[config.mk]
export PLATFORM = sky130hd
export DESIGN_NAME = jtag_tap_sync_flat
export DESIGN_NICKNAME = d
export VERILOG_FILES = /design/src/rtl/jtag_tap_sync_if.sv /design/src/rtl/jtag_tap_sync.sv /design/src/flat_wrapper.sv
export SDC_FILE = /design/constraint.sdc
export NUM_CORES = 1
export LEC_CHECK = 0
export ABC_CLOCK_PERIOD_IN_PS = 2530
export CORE_ASPECT_RATIO = 0.75
export CORE_MARGIN = 10
export CORE_UTILIZATION = 45
export CTS_CLUSTER_SIZE = 40
export DETAILED_ROUTE_END_ITERATION = 8
export GPL_TIMING_DRIVEN = 0
export PLACE_DENSITY = 0.65
export SKIP_CTS_REPAIR_TIMING = 1
export SLEW_MARGIN = 10
export SYNTH_ARGS = -nofsm -noshare
export SYNTH_HDL_FRONTEND = slang
export SYNTH_SLANG_ARGS = --single-unit
[constraint.sdc]
create_clock -name clk -period 2.53 [get_ports clk]
set_input_delay 0.506 -clock clk [delete_from_list [all_inputs] [get_ports clk]]
set_output_delay 0.506 -clock clk [all_outputs]
set_load 0.01 [all_outputs]
[src/rtl/jtag_tap_sync_if.sv]
// JTAG pin bundle plus the debug-unit side-band of the TAP.
// The master modport drives the JTAG pins and debug_tdo_i; the slave is the TAP itself.
`timescale 1ns/1ps
interface jtag_tap_sync_if;
    logic tck_i;
    logic tms_i;
    logic tdi_i;
    logic tdo_o;
    logic tlr_o;
    logic debug_select_o;
    logic debug_tdi_o;
    logic debug_tdo_i;
    logic capture_dr_o;
    logic shift_dr_o;
    logic update_dr_o;

    modport master (
        output tck_i, tms_i, tdi_i, debug_tdo_i,
        input  tdo_o, tlr_o, debug_select_o, debug_tdi_o,
               capture_dr_o, shift_dr_o, update_dr_o
    );

    modport slave (
        input  tck_i, tms_i, tdi_i, debug_tdo_i,
        output tdo_o, tlr_o, debug_select_o, debug_tdi_o,
               capture_dr_o, shift_dr_o, update_dr_o
    );
endinterface

[src/rtl/jtag_tap_sync.sv]
// JTAG TAP slave oversampling tck/tms/tdi in the clk domain. It supports IDCODE, BYPASS and DEBUG.
// Define JTAG_TAP_IDCODE_EN to build the IDCODE register; otherwise reset selects BYPASS.
`timescale 1ns/1ps
module jtag_tap_sync #(
    parameter int                  IR_WIDTH     = 4,
`ifdef JTAG_TAP_IDCODE_EN
    parameter logic [31:0]         IDCODE_VALUE = 32'h149511C3,
    parameter logic [IR_WIDTH-1:0] IDCODE_OP    = 4'h2,
`endif
    parameter logic [IR_WIDTH-1:0] DEBUG_OP     = 4'h8
) (
    input logic            clk,
    input logic            rst_n,
    jtag_tap_sync_if.slave bus
);

    typedef enum logic [3:0] {
        ST_TLR, ST_RTI, ST_SEL_DR, ST_CAP_DR, ST_SH_DR, ST_EX1_DR, ST_PAU_DR, ST_EX2_DR,
        ST_UPD_DR, ST_SEL_IR, ST_CAP_IR, ST_SH_IR, ST_EX1_IR, ST_PAU_IR, ST_EX2_IR, ST_UPD_IR
    } tap_state_t;

    localparam logic [IR_WIDTH-1:0] IR_CAPTURE = IR_WIDTH'(4'b0101);
`ifdef JTAG_TAP_IDCODE_EN
    localparam logic [IR_WIDTH-1:0] RESET_IR = IDCODE_OP;
`else
    localparam logic [IR_WIDTH-1:0] RESET_IR = '1;
`endif

    logic tck_s1, tck_s2, tck_s3;
    logic tms_s1, tms_s2;
    logic tdi_s1, tdi_s2;
    logic tck_rise, tck_fall;

    tap_state_t          state, state_next;
    logic [IR_WIDTH-1:0] ir, ir_sr;
    logic                bypass_sr;
    logic                tdo_q, tlr_q, debug_tdi_q;
    logic                capture_q, shift_q, update_q;
    logic                is_debug;

    // tms/tdi share the tck depth so they are sampled on the same clk as the detected edge
    always_ff @(posedge clk or negedge rst_n) begin
        if (!rst_n) begin
            tck_s1 <= 1'b0;
            tck_s2 <= 1'b0;
            tck_s3 <= 1'b0;
            tms_s1 <= 1'b0;
            tms_s2 <= 1'b0;
            tdi_s1 <= 1'b0;
            tdi_s2 <= 1'b0;
        end else begin
            tck_s1 <= bus.tck_i;
            tck_s2 <= tck_s1;
            tck_s3 <= tck_s2;
            tms_s1 <= bus.tms_i;
            tms_s2 <= tms_s1;
            tdi_s1 <= bus.tdi_i;
            tdi_s2 <= tdi_s1;
        end
    end

    assign tck_rise = tck_s2 & ~tck_s3;
    assign tck_fall = ~tck_s2 & tck_s3;
    assign is_debug = (ir == DEBUG_OP);

    always_comb begin
        state_next = state;
        case (state)
            ST_TLR:    state_next = tms_s2 ? ST_TLR    : ST_RTI;
            ST_RTI:    state_next = tms_s2 ? ST_SEL_DR : ST_RTI;
            ST_SEL_DR: state_next = tms_s2 ? ST_SEL_IR : ST_CAP_DR;
            ST_CAP_DR: state_next = tms_s2 ? ST_EX1_DR : ST_SH_DR;
            ST_SH_DR:  state_next = tms_s2 ? ST_EX1_DR : ST_SH_DR;
            ST_EX1_DR: state_next = tms_s2 ? ST_UPD_DR : ST_PAU_DR;
            ST_PAU_DR: state_next = tms_s2 ? ST_EX2_DR : ST_PAU_DR;
            ST_EX2_DR: state_next = tms_s2 ? ST_UPD_DR : ST_SH_DR;
            ST_UPD_DR: state_next = tms_s2 ? ST_SEL_DR : ST_RTI;
            ST_SEL_IR: state_next = tms_s2 ? ST_TLR    : ST_CAP_IR;
            ST_CAP_IR: state_next = tms_s2 ? ST_EX1_IR : ST_SH_IR;
            ST_SH_IR:  state_next = tms_s2 ? ST_EX1_IR : ST_SH_IR;
            ST_EX1_IR: state_next = tms_s2 ? ST_UPD_IR : ST_PAU_IR;
            ST_PAU_IR: state_next = tms_s2 ? ST_EX2_IR : ST_PAU_IR;
            ST_EX2_IR: state_next = tms_s2 ? ST_UPD_IR : ST_SH_IR;
            ST_UPD_IR: state_next = tms_s2 ? ST_SEL_DR : ST_RTI;
            default:   state_next = ST_TLR;
        endcase
    end

`ifdef JTAG_TAP_IDCODE_EN
    logic [31:0] idcode_sr;
    logic        is_idcode;

    assign is_idcode = (ir == IDCODE_OP);

    always_ff @(posedge clk or negedge rst_n) begin
        if (!rst_n) begin
            idcode_sr <= '0;
        end else if (tck_rise && is_idcode) begin
            if (state == ST_CAP_DR) begin
                idcode_sr <= IDCODE_VALUE;
            end else if (state == ST_SH_DR) begin
                idcode_sr <= {tdi_s2, idcode_sr[31:1]};
            end
        end
    end
`endif

    // Rise actions key on the pre-transition state; rise and fall never share a cycle
    always_ff @(posedge clk or negedge rst_n) begin
        if (!rst_n) begin
            state       <= ST_TLR;
            ir          <= RESET_IR;
            ir_sr       <= '0;
            bypass_sr   <= 1'b0;
            tdo_q       <= 1'b0;
            tlr_q       <= 1'b1;
            debug_tdi_q <= 1'b0;
            capture_q   <= 1'b0;
            shift_q     <= 1'b0;
            update_q    <= 1'b0;
        end else begin
            capture_q   <= 1'b0;
            shift_q     <= 1'b0;
            update_q    <= 1'b0;
            debug_tdi_q <= tdi_s2;
            if (tck_rise) begin
                state <= state_next;
                tlr_q <= (state_next == ST_TLR);
                if (state_next == ST_TLR) begin
                    ir <= RESET_IR;
                end
                case (state)
                    ST_CAP_IR: ir_sr <= IR_CAPTURE;
                    ST_SH_IR:  ir_sr <= {tdi_s2, ir_sr[IR_WIDTH-1:1]};
                    ST_CAP_DR: begin
                        bypass_sr <= 1'b0;
                        capture_q <= is_debug;
                    end
                    ST_SH_DR: begin
                        bypass_sr <= tdi_s2;
                        shift_q   <= is_debug;
                    end
                    default: ;
                endcase
            end
            if (tck_fall) begin
                if (state == ST_UPD_IR) begin
                    ir <= ir_sr;
                end
                update_q <= (state == ST_UPD_DR) && is_debug;
                if (state == ST_SH_IR) begin
                    tdo_q <= ir_sr[0];
                end else if (state == ST_SH_DR) begin
                    if (is_debug) begin
                        tdo_q <= bus.debug_tdo_i;
`ifdef JTAG_TAP_IDCODE_EN
                    end else if (is_idcode) begin
                        tdo_q <= idcode_sr[0];
`endif
                    end else begin
                        tdo_q <= bypass_sr;
                    end
                end else begin
                    tdo_q <= 1'b0;
                end
            end
        end
    end

    assign bus.tdo_o          = tdo_q;
    assign bus.tlr_o          = tlr_q;
    assign bus.debug_select_o = is_debug;
    assign bus.debug_tdi_o    = debug_tdi_q;
    assign bus.capture_dr_o   = capture_q;
    assign bus.shift_dr_o     = shift_q;
    assign bus.update_dr_o    = update_q;

endmodule

[src/flat_wrapper.sv]
// flat-port wrapper written by rule: the top's interface ports become plain ports
module jtag_tap_sync_flat 
#(
    parameter int                  IR_WIDTH     = 4,

    parameter logic [IR_WIDTH-1:0] DEBUG_OP     = 4'h8
)
  (clk, rst_n, bus_tck_i, bus_tms_i, bus_tdi_i, bus_debug_tdo_i, bus_tdo_o, bus_tlr_o, bus_debug_select_o, bus_debug_tdi_o, bus_capture_dr_o, bus_shift_dr_o, bus_update_dr_o);
  jtag_tap_sync_if bus_i ();
  input logic clk;
  input logic rst_n;
  input wire logic [$bits(bus_i.tck_i)-1:0] bus_tck_i;
  input wire logic [$bits(bus_i.tms_i)-1:0] bus_tms_i;
  input wire logic [$bits(bus_i.tdi_i)-1:0] bus_tdi_i;
  input wire logic [$bits(bus_i.debug_tdo_i)-1:0] bus_debug_tdo_i;
  output wire logic [$bits(bus_i.tdo_o)-1:0] bus_tdo_o;
  output wire logic [$bits(bus_i.tlr_o)-1:0] bus_tlr_o;
  output wire logic [$bits(bus_i.debug_select_o)-1:0] bus_debug_select_o;
  output wire logic [$bits(bus_i.debug_tdi_o)-1:0] bus_debug_tdi_o;
  output wire logic [$bits(bus_i.capture_dr_o)-1:0] bus_capture_dr_o;
  output wire logic [$bits(bus_i.shift_dr_o)-1:0] bus_shift_dr_o;
  output wire logic [$bits(bus_i.update_dr_o)-1:0] bus_update_dr_o;
  assign bus_i.tck_i = bus_tck_i;
  assign bus_i.tms_i = bus_tms_i;
  assign bus_i.tdi_i = bus_tdi_i;
  assign bus_i.debug_tdo_i = bus_debug_tdo_i;
  assign bus_tdo_o = bus_i.tdo_o;
  assign bus_tlr_o = bus_i.tlr_o;
  assign bus_debug_select_o = bus_i.debug_select_o;
  assign bus_debug_tdi_o = bus_i.debug_tdi_o;
  assign bus_capture_dr_o = bus_i.capture_dr_o;
  assign bus_shift_dr_o = bus_i.shift_dr_o;
  assign bus_update_dr_o = bus_i.update_dr_o;
  jtag_tap_sync #(.IR_WIDTH(IR_WIDTH), .DEBUG_OP(DEBUG_OP)) u_core (.clk(clk), .rst_n(rst_n), .bus(bus_i));
endmodule
* After elaboration in Yosys (flattened, before gate mapping)
Index checks and enable logic that the tools add are counted.
Storage, ports and cells: output and inout bits 7, bits in registers 26, input bits 6
Cells by class: mux-type cells 27, equal/unequal tests 16, bitwise operators 4, reduce and logical (&&, ||, !) cells 10
Operator list (count):
- $pmux 4 s12 | 1
- $eq 4x4->1 const B | 9
- $mux 4 | 8
- $eq 4x3->1 const B | 4
- $mux 1 | 11
- $eq 4x2->1 const B | 2
- $logic_not 4->1 | 2
- $pmux 4 s2 | 1
- $mux 2 | 3
- $mux 3 | 2
- $eq 4x1->1 const B | 1
- $reduce_and 2->1 | 2
- $reduce_bool 2->1 | 2
- $reduce_or 2->1 | 2
- $reduce_or 3->1 | 1
- $and 1x1->1 | 2
- $not 1->1 | 2
- $pmux 1 s2 | 1
- $logic_and 1x1->1 | 1

* Logic depth before layout (Yosys ltp)
depth in word-level cells 8, mapped depth 5, depth with buffers taken out 4

* Worst setup path after synthesis
Ideal clock, no wire load.
kind register to register, from register u_core.ir[3], to register u_core.tdo_q (netlist: u_core.bus.tdo_o), data required time 2.406 ns, path slack 1.013 ns, arrival time 1.393 ns, buffers on the path 0, stages on the path, launching flop included 5, period minus slack after synthesis 1.517 ns, path through dfstp_2 -> nor4b_4 -> mux2_4 -> a32oi_1 -> a21oi_1
Between the ends: word-level cells in the longest chain between the ends 4
RTL lines:
- start: declaration | line jtag_tap_sync.sv:35 | logic [IR_WIDTH-1:0] ir, ir_sr;
- start signal: assignment | line jtag_tap_sync.sv:148 | ir <= ir_sr;
- $eq 4x4->1 | line jtag_tap_sync.sv:64 | assign is_debug = (ir == DEBUG_OP);
- named net bus_debug_select_o | line flat_wrapper.sv:18 | output wire logic [$bits(bus_i.debug_select_o)-1:0] bus_debug_select_o;
- $mux 1 | line jtag_tap_sync.sv:154 | if (is_debug) begin
- $mux 1 | line jtag_tap_sync.sv:153 | end else if (state == ST_SH_DR) begin
- $mux 1 | line jtag_tap_sync.sv:151 | if (state == ST_SH_IR) begin
- end signal: assignment | line jtag_tap_sync.sv:152 | tdo_q <= ir_sr[0];
- end signal: assignment | line jtag_tap_sync.sv:155 | tdo_q <= bus.debug_tdo_i;
- end signal: assignment | line jtag_tap_sync.sv:161 | tdo_q <= bypass_sr;
- end: declaration | line jtag_tap_sync.sv:37 | logic tdo_q, tlr_q, debug_tdi_q;
The timed path passes the listed nets, and every way through them passes these cells. A chain may end at the register's enable or synchronous reset.

* Final worst setup path
from register u_core.ir[3], to output port bus_debug_select_o
Between the ends: word-level cells in the longest chain between the ends 1
RTL lines (line):
- $eq 4x4->1 | jtag_tap_sync.sv:64
- end: declaration | flat_wrapper.sv:18
Every way passes these cells.

==> Flow_metrics.wiki <==
{| class="wikitable"
! Metric !! Value
|-
| Worst-Skew Late Latency || 320 ps
|-
| Routed vias || 932
|-
| Switching component of the power || about 0.00046 W
|-
| Power per unit of standard cell area || between 900 and 1000 nW/um^2
|-
| Worst-case clock buffer depth || 2
|-
| Most common cell after layout, fill and taps aside || dfrtp_1
|-
| Floorplan die width || 80.28 um
|-
| Clock H-tree levels || 1
|-
| Count of fill cells added during filler insertion || ~240
|-
| Peak supply drop || 461.0 uV
|-
| Part of the Yosys area used for sequential elements || 0.5357
|-
| Number of top-level pins || 13
|-
| Mean area per synthesized cell || around 10 um^2
|-
| Worst setup path endpoint || bus_debug_select_o
|-
| Final-layout setup total negative slack || 0 ps
|-
| Post-synthesis register bit count || 26
|-
| Biggest regs || u_core.ir x4, u_core.ir_sr x4, u_core.state x4
|-
| DRC violation count after routing || 0
|-
| Fin. Hold Viols || 0
|-
| Internal Power || 0.0008389 W
|-
| Largest driver fanout on the critical path || 5
|-
| Vias in the first global route || between 800 and 900
|-
| Source of the worst register-to-register timing path || u_core.ir[3]
|-
| Seq pwr share || 0.474
|-
| Total clock buffers created by CTS || 3
|-
| Area growth syn-to-layout || 16.02%
|-
| Top library cells by usage in the layout, fill and taps aside || dfrtp_1 (21), a21oi_1 (14), clkdlybuf4s50_1 (11), nand2_1 (10), nor2_1 (9)
|-
| Comb pwr share || 0.369
|-
| TritonCTS clock tree || built
|-
| Routed Wire Length || between 2000 and 2500 um
|-
| Final worst-path cycle share || 0.9172
|-
| Switching share of power || 0.3518
|-
| Worst-Margin Slew || 558.8 ps
|-
| Post-synthesis instance area || ~1200 um^2
|-
| Capturing element type of the critical path || output port
|-
| Fraction of layout instances using a drive strength above 1 || 0.1704
|-
| Antenna violation net count after detailed routing || 0
|-
| Setup repair after global routing missed its margin || false
|-
| Capturing point of the worst reg2reg path || u_core.bus.tdo_o
|-
| Number of nets in the synthesized netlist || 125
|-
| WP data required || 2020 ps
|-
| Instance count after placement with tap cells included || 167
|-
| Die Y-Extent || 65.21 um
|-
| Total iterations of the first detailed-routing run || 4
|-
| Post-Route Hold Slack || 158.9 ps
|-
| Number of cell rows || 16
|-
| Die outline area || 5234 um^2
|-
| Global placement routability congestion || 0.8534
|-
| GRT Util Overall || 0.09565
|-
| Worst Path Arrival || 1810 ps
|-
| Yosys synthesis warning count || 0
|-
| Total power || between 0.001 and 0.0015 W
|-
| Category of the worst setup path launch point || flip-flop
|-
| Dpl hpwl || between 1500 and 2000 um
|-
| Antenna violations before repair || 0
|-
| Final antenna diode count || 0
|-
| Maximum number of pins on one net before global-route repair || 27
|-
| Final instance count without filler cells || 171
|-
| First-iteration detailed-routing DRC count || 99
|-
| Highest Clock Rate || 430.9 MHz
|-
| Final setup violating endpoints || 0
|-
| Critical path origin || u_core.ir[3]
|-
| Most common flop cell mapped by yosys || dfrtp_1
|-
| Count of port buffers added during placement || 12
|-
| Average wire length per cell after detail routing || 14.06 um
|-
| Instance count of the mapped netlist || between 100 and 150
|-
| Std-Cell Core Area || 2603 um^2
|-
| Power share of the clock group || 0.157
|-
| Root buf cell || clkbuf_4
|-
| Wire length of the first global-routing pass || 4140 um
|-
| Classification of the worst setup path || flip-flop to output port
|-
| DR vias/cell || between 5 and 6
|-
| EDFF count, synth || 0
|-
| Starting Density || 0.4712
|-
| Clock edge transition at the registers on the reported setup and hold paths || 130 ps
|-
| Fraction of synthesis flops using an asynchronous set or reset pin || 1.000
|-
| Worst reg-to-reg setup slack || roughly 910 ps
|-
| Leakage component of the power || 0.5927 nW
|-
| Number of sinks handled by clock tree synthesis || 26
|-
| Final number of max-transition violations || 0
|-
| Total of max-cap violations || 0
|-
| Final worst clock skew || slightly above 3 ps
|-
| Worst-case reg-to-reg path depth || 4
|-
| Total grt overflow || 0
|-
| Final cell utilization of the core || 0.5466
|-
| Run status || complete, no violations
|-
| Shortest clock period the worst path allows after layout || 2321 ps
|-
| Number of nets in the finished design || between 100 and 150
|-
| Worst slew margin relative to its limit || 0.6274
|-
| Post-synth cell types || 39
|-
| Path category of the worst min-delay check || primary input to asynchronous set/reset pin
|}
worst max-delay path: stages, from the launching register on:
cell and delay (ps):
dfstp_2 550, nor4b_4 330, clkdlybuf4s50_1 620
how the worst min path moves through the flow:
stage	from	end	slack (ps)
2_1_floorplan	rst_n	u_core.bus.capture_dr_o	210
3_3_place_gp	u_core.tms_s1	u_core.tms_s2	330
3_5_place_dp	u_core.tms_s1	u_core.tms_s2	340
4_1_cts	u_core.tms_s1	u_core.tms_s2	370
5_1_grt	rst_n	u_core.tms_s2	190
6_report	rst_n	u_core.tms_s1	160
cell usage after synthesis, types with 2 or more instances:
master	n	share of area
dfrtp_1	21	0.43
a21oi_1	14	0.057
nand2_1	10	0.031
nor2_1	9	0.028
o21ai_0	7	0.029
dfstp_2	5	0.11
nor2b_1	5	0.026
nand2b_1	4	0.020
nand3_1	4	0.016
buf_2	3	0.012
buf_6	2	0.018
inv_1	2	0.0061
nand4_1	2	0.010
nor3_1	2	0.0082
nor4_2	2	0.020
o211ai_1	2	0.012
o311ai_0	2	0.014
o31ai_1	2	0.012
power groups by stage:
stage | clock network [W] | logic [W] | registers, W
final | 0.000203 | 0.000478 | 0.000613
after global routing | 0.000230 | 0.000535 | 0.000628
after CTS | 0.000214 | 0.000478 | 0.000614
after detailed placement | 0 | 0.000476 | 0.000621
after global placement | 0 | 0.000466 | 0.000618
after floorplan | 0 | 0.000363 | 0.000606
kinds of logic (layout without fill, tap and decap cells):
group / Yosys count / count (layout) / share of synthesized area
simple gates: 49 / 49 / 0.2378
compound gates: 33 / 33 / 0.1612
flops: 26 / 26 / 0.5357
buf+inv: 9 / 25 / 0.04592
xor+xnor: 1 / 1 / 0.007144
mux: 1 / 1 / 0.01224
metrics by stage:
step / area, um^2 / setup WS [ps]
after floorplan: 1226 / 1013
after global placement: 1391 / 560.0
after detailed placement: 1391 / 552.6
after CTS: 1428 / 183.7
after global routing: 1423 / 131.6
final: 1423 / 209.4
layout make-up:
class	instances	area [um^2]	area share
tap	36	45.04	0.03166
buffer	7	48.80	0.03430
timing repair buffer	12	115.1	0.08091
multi-input combinational	84	513.0	0.3606
clock buffer	4	36.28	0.02551
sequential	26	656.9	0.4617
inverter	2	7.507	0.005277
per-layer routing:
metal,track usage,vias to the layer above,part of all wire
met5,0,-,0
met4,0.01316,0,0
met3,0.03397,0,0.069
met2,0.1450,24,0.46
met1,0.1302,447,0.47
li1,-,461,-
No activity file was read; power rests on OpenSTA's default activity.
